**src/rtl/bias_accum_sat_if.sv**
```systemverilog
// Bias/partial-sum sink bus: beat stream in, packed per-lane results out.
// master drives beats and bias; slave (bias_accum_sat) returns results and status.
interface bias_accum_sat_if #(
  parameter int N_adder_tree = 16
);
  logic [N_adder_tree*18-1:0] bias;
  logic [7:0]                 num_pass;
  logic                       in_valid;
  logic                       in_ready;
  logic [N_adder_tree*18-1:0] in_data;
  logic                       out_valid;
  logic                       out_ready;
  logic [N_adder_tree*18-1:0] out_data;
  logic                       busy;

  modport master (
    output bias, num_pass, in_valid, in_data, out_ready,
    input  in_ready, out_valid, out_data, busy
  );

  modport slave (
    input  bias, num_pass, in_valid, in_data, out_ready,
    output in_ready, out_valid, out_data, busy
  );
endinterface

```
**src/rtl/bias_accum_sat.sv**
```systemverilog
// Per-lane accumulate of num_pass beats + bias, 18-bit saturate (ReLU under BIAS_ACCUM_RELU_EN).
// Latency: out_valid one cycle after the last beat edge; period npass+2 with out_ready high.
// Backpressure: in_ready low in BIAS/HOLD; HOLD keeps out_data stable until out_ready.
module bias_accum_sat #(
  parameter int N_adder_tree = 16,
  parameter int ACC_W        = 26
) (
  input  logic         clk,
  input  logic         rst,
  bias_accum_sat_if.slave bus
);

  localparam logic [1:0] S_IDLE  = 2'd0;
  localparam logic [1:0] S_ACCUM = 2'd1;
  localparam logic [1:0] S_BIAS  = 2'd2;
  localparam logic [1:0] S_HOLD  = 2'd3;

  localparam logic signed [ACC_W-1:0] SAT_MAX = ACC_W'(131071);
  localparam logic signed [ACC_W-1:0] SAT_MIN = ACC_W'(-131072);

  logic [1:0]                 state;
  logic [7:0]                 cnt;
  logic [7:0]                 npass;
  logic                       out_valid_q;
  logic [N_adder_tree*18-1:0] out_data_q;
  logic [N_adder_tree*18-1:0] lane_res;
  logic                       in_ready_c;
  logic                       accept;
  logic                       first;

  // in_ready depends on state alone so upstream never sees a combinational loop
  assign in_ready_c = (state == S_IDLE) || (state == S_ACCUM);
  assign accept     = bus.in_valid && in_ready_c;
  assign first      = (state == S_IDLE);

  assign bus.in_ready  = in_ready_c;
  assign bus.out_valid = out_valid_q;
  assign bus.out_data  = out_data_q;
  assign bus.busy      = (state != S_IDLE);

  for (genvar g = 0; g < N_adder_tree; g++) begin : g_lane
    logic signed [17:0]      in_l;
    logic signed [17:0]      bias_l;
    logic signed [ACC_W-1:0] acc;
    logic signed [ACC_W-1:0] sum;
    logic signed [17:0]      sat;

    assign in_l   = bus.in_data[18*g +: 18];
    assign bias_l = bus.bias[18*g +: 18];
    assign sum    = acc + ACC_W'(bias_l);

    always_comb begin
      if (sum > SAT_MAX)
        sat = 18'sh1FFFF;
      else if (sum < SAT_MIN)
        sat = 18'sh20000;
      else
        sat = sum[17:0];
`ifdef BIAS_ACCUM_RELU_EN
      if (sat < 0)
        sat = '0;
`endif
    end

    assign lane_res[18*g +: 18] = sat;

    // first beat overwrites, so no residue survives between results
    always_ff @(posedge clk or posedge rst) begin
      if (rst)
        acc <= '0;
      else if (accept)
        acc <= first ? ACC_W'(in_l) : acc + ACC_W'(in_l);
    end
  end

  always_ff @(posedge clk or posedge rst) begin
    if (rst) begin
      state       <= S_IDLE;
      cnt         <= '0;
      npass       <= '0;
      out_valid_q <= 1'b0;
      out_data_q  <= '0;
    end else begin
      case (state)
        S_IDLE: begin
          if (accept) begin
            cnt   <= 8'd1;
            npass <= (bus.num_pass == 8'd0) ? 8'd1 : bus.num_pass;
            state <= (bus.num_pass <= 8'd1) ? S_BIAS : S_ACCUM;
          end
        end
        S_ACCUM: begin
          if (accept) begin
            cnt <= cnt + 8'd1;
            if (cnt + 8'd1 == npass)
              state <= S_BIAS;
          end
        end
        S_BIAS: begin
          out_data_q  <= lane_res;
          out_valid_q <= 1'b1;
          state       <= S_HOLD;
        end
        default: begin
          if (bus.out_ready) begin
            out_valid_q <= 1'b0;
            state       <= S_IDLE;
          end
        end
      endcase
    end
  end

endmodule

```
**src/flat_wrapper.sv**
```systemverilog
// flat-port wrapper written by rule: the top's interface ports become plain ports
module bias_accum_sat_flat 
#(
  parameter int N_adder_tree = 16,
  parameter int ACC_W        = 26
)
  (clk, rst, bus_bias, bus_num_pass, bus_in_valid, bus_in_data, bus_out_ready, bus_in_ready, bus_out_valid, bus_out_data, bus_busy);
  bias_accum_sat_if #(.N_adder_tree(N_adder_tree)) bus_i ();
  input  logic clk;
  input  logic rst;
  input wire logic [$bits(bus_i.bias)-1:0] bus_bias;
  input wire logic [$bits(bus_i.num_pass)-1:0] bus_num_pass;
  input wire logic [$bits(bus_i.in_valid)-1:0] bus_in_valid;
  input wire logic [$bits(bus_i.in_data)-1:0] bus_in_data;
  input wire logic [$bits(bus_i.out_ready)-1:0] bus_out_ready;
  output wire logic [$bits(bus_i.in_ready)-1:0] bus_in_ready;
  output wire logic [$bits(bus_i.out_valid)-1:0] bus_out_valid;
  output wire logic [$bits(bus_i.out_data)-1:0] bus_out_data;
  output wire logic [$bits(bus_i.busy)-1:0] bus_busy;
  assign bus_i.bias = bus_bias;
  assign bus_i.num_pass = bus_num_pass;
  assign bus_i.in_valid = bus_in_valid;
  assign bus_i.in_data = bus_in_data;
  assign bus_i.out_ready = bus_out_ready;
  assign bus_in_ready = bus_i.in_ready;
  assign bus_out_valid = bus_i.out_valid;
  assign bus_out_data = bus_i.out_data;
  assign bus_busy = bus_i.busy;
  bias_accum_sat #(.N_adder_tree(N_adder_tree), .ACC_W(ACC_W)) u_core (.clk(clk), .rst(rst), .bus(bus_i));
endmodule
```
**config.mk**
```make
export PLATFORM = sky130hd
export DESIGN_NAME = bias_accum_sat_flat
export DESIGN_NICKNAME = d
export VERILOG_FILES = /design/src/rtl/bias_accum_sat_if.sv /design/src/rtl/bias_accum_sat.sv /design/src/flat_wrapper.sv
export SDC_FILE = /design/constraint.sdc
export NUM_CORES = 2
export LEC_CHECK = 0
export ABC_AREA = 1
export CAP_MARGIN = 20
export CORE_ASPECT_RATIO = 1.25
export CORE_MARGIN = 4
export CORE_UTILIZATION = 45
export DETAILED_ROUTE_END_ITERATION = 7
export PLACE_DENSITY = 0.71
export SETUP_SLACK_MARGIN = 0.5
export SLEW_MARGIN = 20
export SYNTH_ARGS = -nofsm -noshare
export SYNTH_HDL_FRONTEND = slang
export SYNTH_SLANG_ARGS = --single-unit
```
**constraint.sdc**
```tcl
create_clock -name clk -period 26.5 [get_ports clk]
set_input_delay 5.3 -clock clk [delete_from_list [all_inputs] [get_ports clk]]
set_output_delay 5.3 -clock clk [all_outputs]
set_load 0.02 [all_outputs]
```
=== Yosys cells after proc, flatten, opt, wreduce, memory -nomap -nowiden ===
Cells that the tools add are included.

* Register bits after elaboration: 723
* Bits of input ports: 588
* Output and inout bits: 291
* Logic and storage cells: 167

* $add $sub $neg: 33
* Order comparisons: 33
* Equality and inequality tests: 6
* Multiplexer cells: 60
* Bitwise logic cells: 1
* Reductions and logical operators: 13

{| class="wikitable"
|+ Operators with widths
! kind !! count
|-
| adder 26 x 18 -> 26 bit || 32
|-
| 2-to-1 mux 18 bit || 32
|-
| > comparator 26 x 18 -> 1 bit, second input constant || 16
|-
| less-than comparator 26 x 18 -> 1 bit, second input constant || 16
|-
| 2-to-1 mux 26 bit || 16
|-
| 2-to-1 mux 8 bit || 3
|-
| case mux 8 bit (2 select lines) || 1
|-
| 2-to-1 mux 2 bit || 5
|-
| adder 8 x 1 -> 8 bit, second input constant || 1
|-
| equality test 8 bit || 1
|-
| less-or-equal comparator 8 x 1 -> 1 bit, second input constant || 1
|-
| zero test 8 bit || 1
|-
| case mux 2 bit (3 select lines) || 1
|-
| nonzero test 2 bit || 3
|-
| inequality test 2 x 1 -> 1 bit, second input constant || 2
|-
| AND reduction 2 bit || 2
|-
| AND reduction 4 bit || 1
|-
| nonzero test 4 bit || 1
|-
| AND reduction 3 bit || 1
|-
| equality test 2 x 1 -> 1 bit, second input constant || 1
|-
| equality test 2 bit, second input constant || 1
|-
| zero test 2 bit || 1
|-
| inequality test 2 bit, second input constant || 1
|-
| case mux 1 bit (2 select lines) || 1
|-
| other kinds (5) || 5
|}

=== Logic depth before layout (Yosys ltp) ===
* Word-level depth: 5
* Depth in mapped cells: 20
* Mapped depth without buffers: 19

=== Least setup slack after synthesis ===
No wires, ideal clock.

* Kind: input-to-reg
* From: input port bus_in_data[234]
* To: register u_core.g_lane[13].acc[20]
* Library setup time: 0.139 ns
* Data arrival time: 7.235 ns
* Data required time: 26.361 ns
* Path slack: 19.125 ns
* Stages on the path: 14
* Cells stage by stage: ha_1 inv_1 fa_1 inv_1 nand2_1 o21ai_0 inv_1 nor3_1 nor2_1 o21ai_0 a21oi_1 or2_2 nand3_1 a21oi_1

* Word-level cells in the longest chain between the ends: 2

{| class="wikitable"
|+ Ends and longest elaborated chain
! element !! line !! RTL
|-
| start: declaration || flat_wrapper.sv:14 || <nowiki>input wire logic [$bits(bus_i.in_data)-1:0] bus_in_data;</nowiki>
|-
| adder 26 x 18 -> 26 bit || bias_accum_sat.sv:72 || <nowiki>acc <= first ? ACC_W'(in_l) : acc + ACC_W'(in_l);</nowiki>
|-
| 2-to-1 mux 26 bit || bias_accum_sat.sv:72 ||
|-
| end signal: assignment || bias_accum_sat.sv:72 ||
|-
| end: declaration || bias_accum_sat.sv:44 || <nowiki>logic signed [ACC_W-1:0] acc;</nowiki>
|}

Every way passes these cells.
A chain may end at the register's enable or synchronous reset.

==> flow_summary.json <==
{
  "layout.cells.non_filler": 16200,
  "outcome": "finished clean",
  "grt_pass1_wl_mm": 458,
  "whs_ns": 0.475,
  "fin_util_pct": 53.4,
  "cts_tree": "yes",
  "grt_max_degree": 181,
  "yosysMostFrequentCell": "nand2_1",
  "start_util_pct": 45.3,
  "die_x_um": 386,
  "yosys.area.top_type_share_pct": 22.5,
  "drive_gt1_share_pct": 3.01,
  "die_h_um": 481,
  "clock_path_buffers": 3,
  "synth_top_area_cell": "dfrtp_1",
  "ys_seq_area_share_pct": 22.5,
  "synth_cell_types": 55,
  "finalNetCount": 15100,
  "path_max_fanout": 78,
  "stdcell_area_sq_um": 95000,
  "hold_path.class": "reg -> reg",
  "place_congestion": 1.02,
  "rsz0062_at_grt": "no",
  "ys_ff_latch": 723,
  "synthArstFlopShare_pct": 100,
  "ant_nets": 0,
  "synth_edf_count": 0,
  "clock_latency_ns": 0.72,
  "vias": 87700,
  "ys_top_cells_by_count": "4,287 x nand2_1, 1,408 x inv_1, 1,321 x a21oi_1",
  "die_area_sq_um": 186000,
  "crit_required_ns": 27.29,
  "fin_crit_ns": 9.12,
  "antenna_found_initial": 85,
  "initialDrtViolationCount": 6243,
  "synth_fp_nets": 14300,
  "synth_top_flop_cell": "dfrtp_1",
  "dr.pass1.iters": 6,
  "p_leak_nw": 48.2,
  "cts.clk_slew.worst_paths_ns": 0.05,
  "num_rows": 173,
  "numCtsBuffers": 94,
  "fin_crit_sh_pct": 34.4,
  "power_density_nw_per_um2": 135,
  "setup_viol": 0,
  "syn_inst": 12900,
  "ios": 879,
  "drcViolationCount": 0,
  "final_max_slew_viol_count": 0,
  "fmax_ghz": 0.110,
  "synth.avg_cell_area_sq_um": 6.23,
  "placed_area_sq_um": 91500,
  "ctsRootBufferMaster": "clkbuf_16",
  "ir_drop_mv": 0.157,
  "grt-ovfl-total": 0,
  "wl_mm": 296,
  "slew_headroom_pct": 38.7,
  "cts_setup_buffers": 0,
  "io_buffer_count": 878,
  "critPathKind": "in -> async",
  "grt_pass1_vias": 83200,
  "routed_via_density": 5.42,
  "endpoint_kind": "async pin",
  "setup_tns_ns": 0,
  "tightestPinTransition_ns": 0.919,
  "yosys_warnings": 0,
  "dp_hpwl_mm": 239,
  "startpoint_type": "input port",
  "core_sq_um": 178000,
  "cts_resized": 0,
  "maxCapViolations": 0,
  "htree_num_levels": 3,
  "area_growth_syn_to_layout_pct": 18.0,
  "track_usage_pct": 30.8,
  "numPlacedInstances": 15900,
  "cts.sinks": 723,
  "hold_viol": 0,
  "postCtsHoldBufs": 0,
  "syn-cell-area_sq_um": 80500,
  "fin_skew_ns": 0.0324,
  "critPathArrivalTime_ns": 9.91,
  "wl_per_cell_um": 18.3,
  "ys_top_cells_by_area": "dfrtp_1 22%, nand2_1 20%, ha_1 13%"
}
==> critical path, cell delays in order <==
cell and delay, ns:
clkdlybuf4s50_1 0.50, inv_8 0.41, buf_4 0.75, buf_4 0.61
buf_4 0.69, buf_4 0.79, buf_4 0.62
==> per-stage QoR <==
stage / total power, mW / worst slack [ns]
floorplan: 8.71 / 0.918
global placement: 11.2 / 16.48
detailed placement: 11.3 / 16.42
CTS: 12.8 / 17.22
global route: 14.1 / 16.73
finish: 12.8 / 17.38
==> cells in the final DEF, fill, tap and decap left out, types with 97 or more instances in the layout <==
cell and instances:
xnor2_1 135, nand4_1 279, ha_1 803, clkdlybuf4s50_1 878, xor2_1 274, nor3_1 146
clkbuf_16 97, a31oi_1 99, inv_1 1405, o21bai_1 110, a21oi_1 1321, nand2_1 4286
dfrtp_1 723, nand3_1 668, nor2_1 1266, o21ai_0 599
==> report_power, final <==
part,internal (mW),switching (mW)
clock network,0.855,0.584
logic,3.28,5.88
registers,1.66,0.576
==> layout make-up <==
type | count | area, sq um
clock buffer | 118 | 2600
timing repair buffer | 915 | 9090
multi-input combinational | 10500 | 56000
antenna | 46 | 115
clock inverter | 58 | 806
sequential | 723 | 18100
tap | 2362 | 2960
fill | 18300 | 82700
inverter | 1417 | 5350
==> worst paths after layout <==
check	start	to	slack [ns]	cells after the start
max in group clk	u_core.state[0]$_DFFE_PP0P_	bus_in_ready	17.60	6
worst min register to register	u_core.bus.out_data[241]$_DFFE_PP0P_	u_core.bus.out_data[241]$_DFFE_PP0P_	0.48	2
min in group asynchronous	rst	u_core.bus.out_data[139]$_DFFE_PP0P_	5.04	2
worst min-delay path	u_core.bus.out_data[241]$_DFFE_PP0P_	u_core.bus.out_data[241]$_DFFE_PP0P_	0.48	2
worst max-delay path	rst	u_core.bus.out_data[281]$_DFFE_PP0P_	17.38	7
worst max register to register	u_core.state[0]$_DFFE_PP0P_	u_core.g_lane[7].acc[11]$_DFFE_PP0P_	21.98	10
==> cell families (layout without fill, tap and decap cells) <==
kind of cell	Yosys count	count (layout)	synth area share, %
mux	6	6	0.0840
simple gates	6879	6879	35.2
flops	723	723	22.5
buf+inv	1654	2508	7.99
fa+ha+maj	837	837	13.3
compound gates	2395	2395	16.4
other cells	0	46	0
xor+xnor	413	413	4.55
==> sequential cells by signal, indices dropped and copies added (netlist names) <==
signal	cells
u_core.g_lane.acc	416
u_core.bus.out_data	288
u_core.npass	8
u_core.cnt	8
u_core.bus.out_valid	1
u_core.state	2
==> per-layer routing <==
metal | routed length, um | track usage (%) | vias up | part of all wire (%)
li1 | - | - | 44200 | -
met1 | 123000 | 38.3 | 40100 | 42
met2 | 135000 | 51.3 | 2640 | 46
met3 | 25000 | 7.28 | 580 | 8.4
met4 | 12600 | 12.3 | 80 | 4.3
met5 | 521 | 0 | - | 0.18
(Power assumes the default switching activity.)
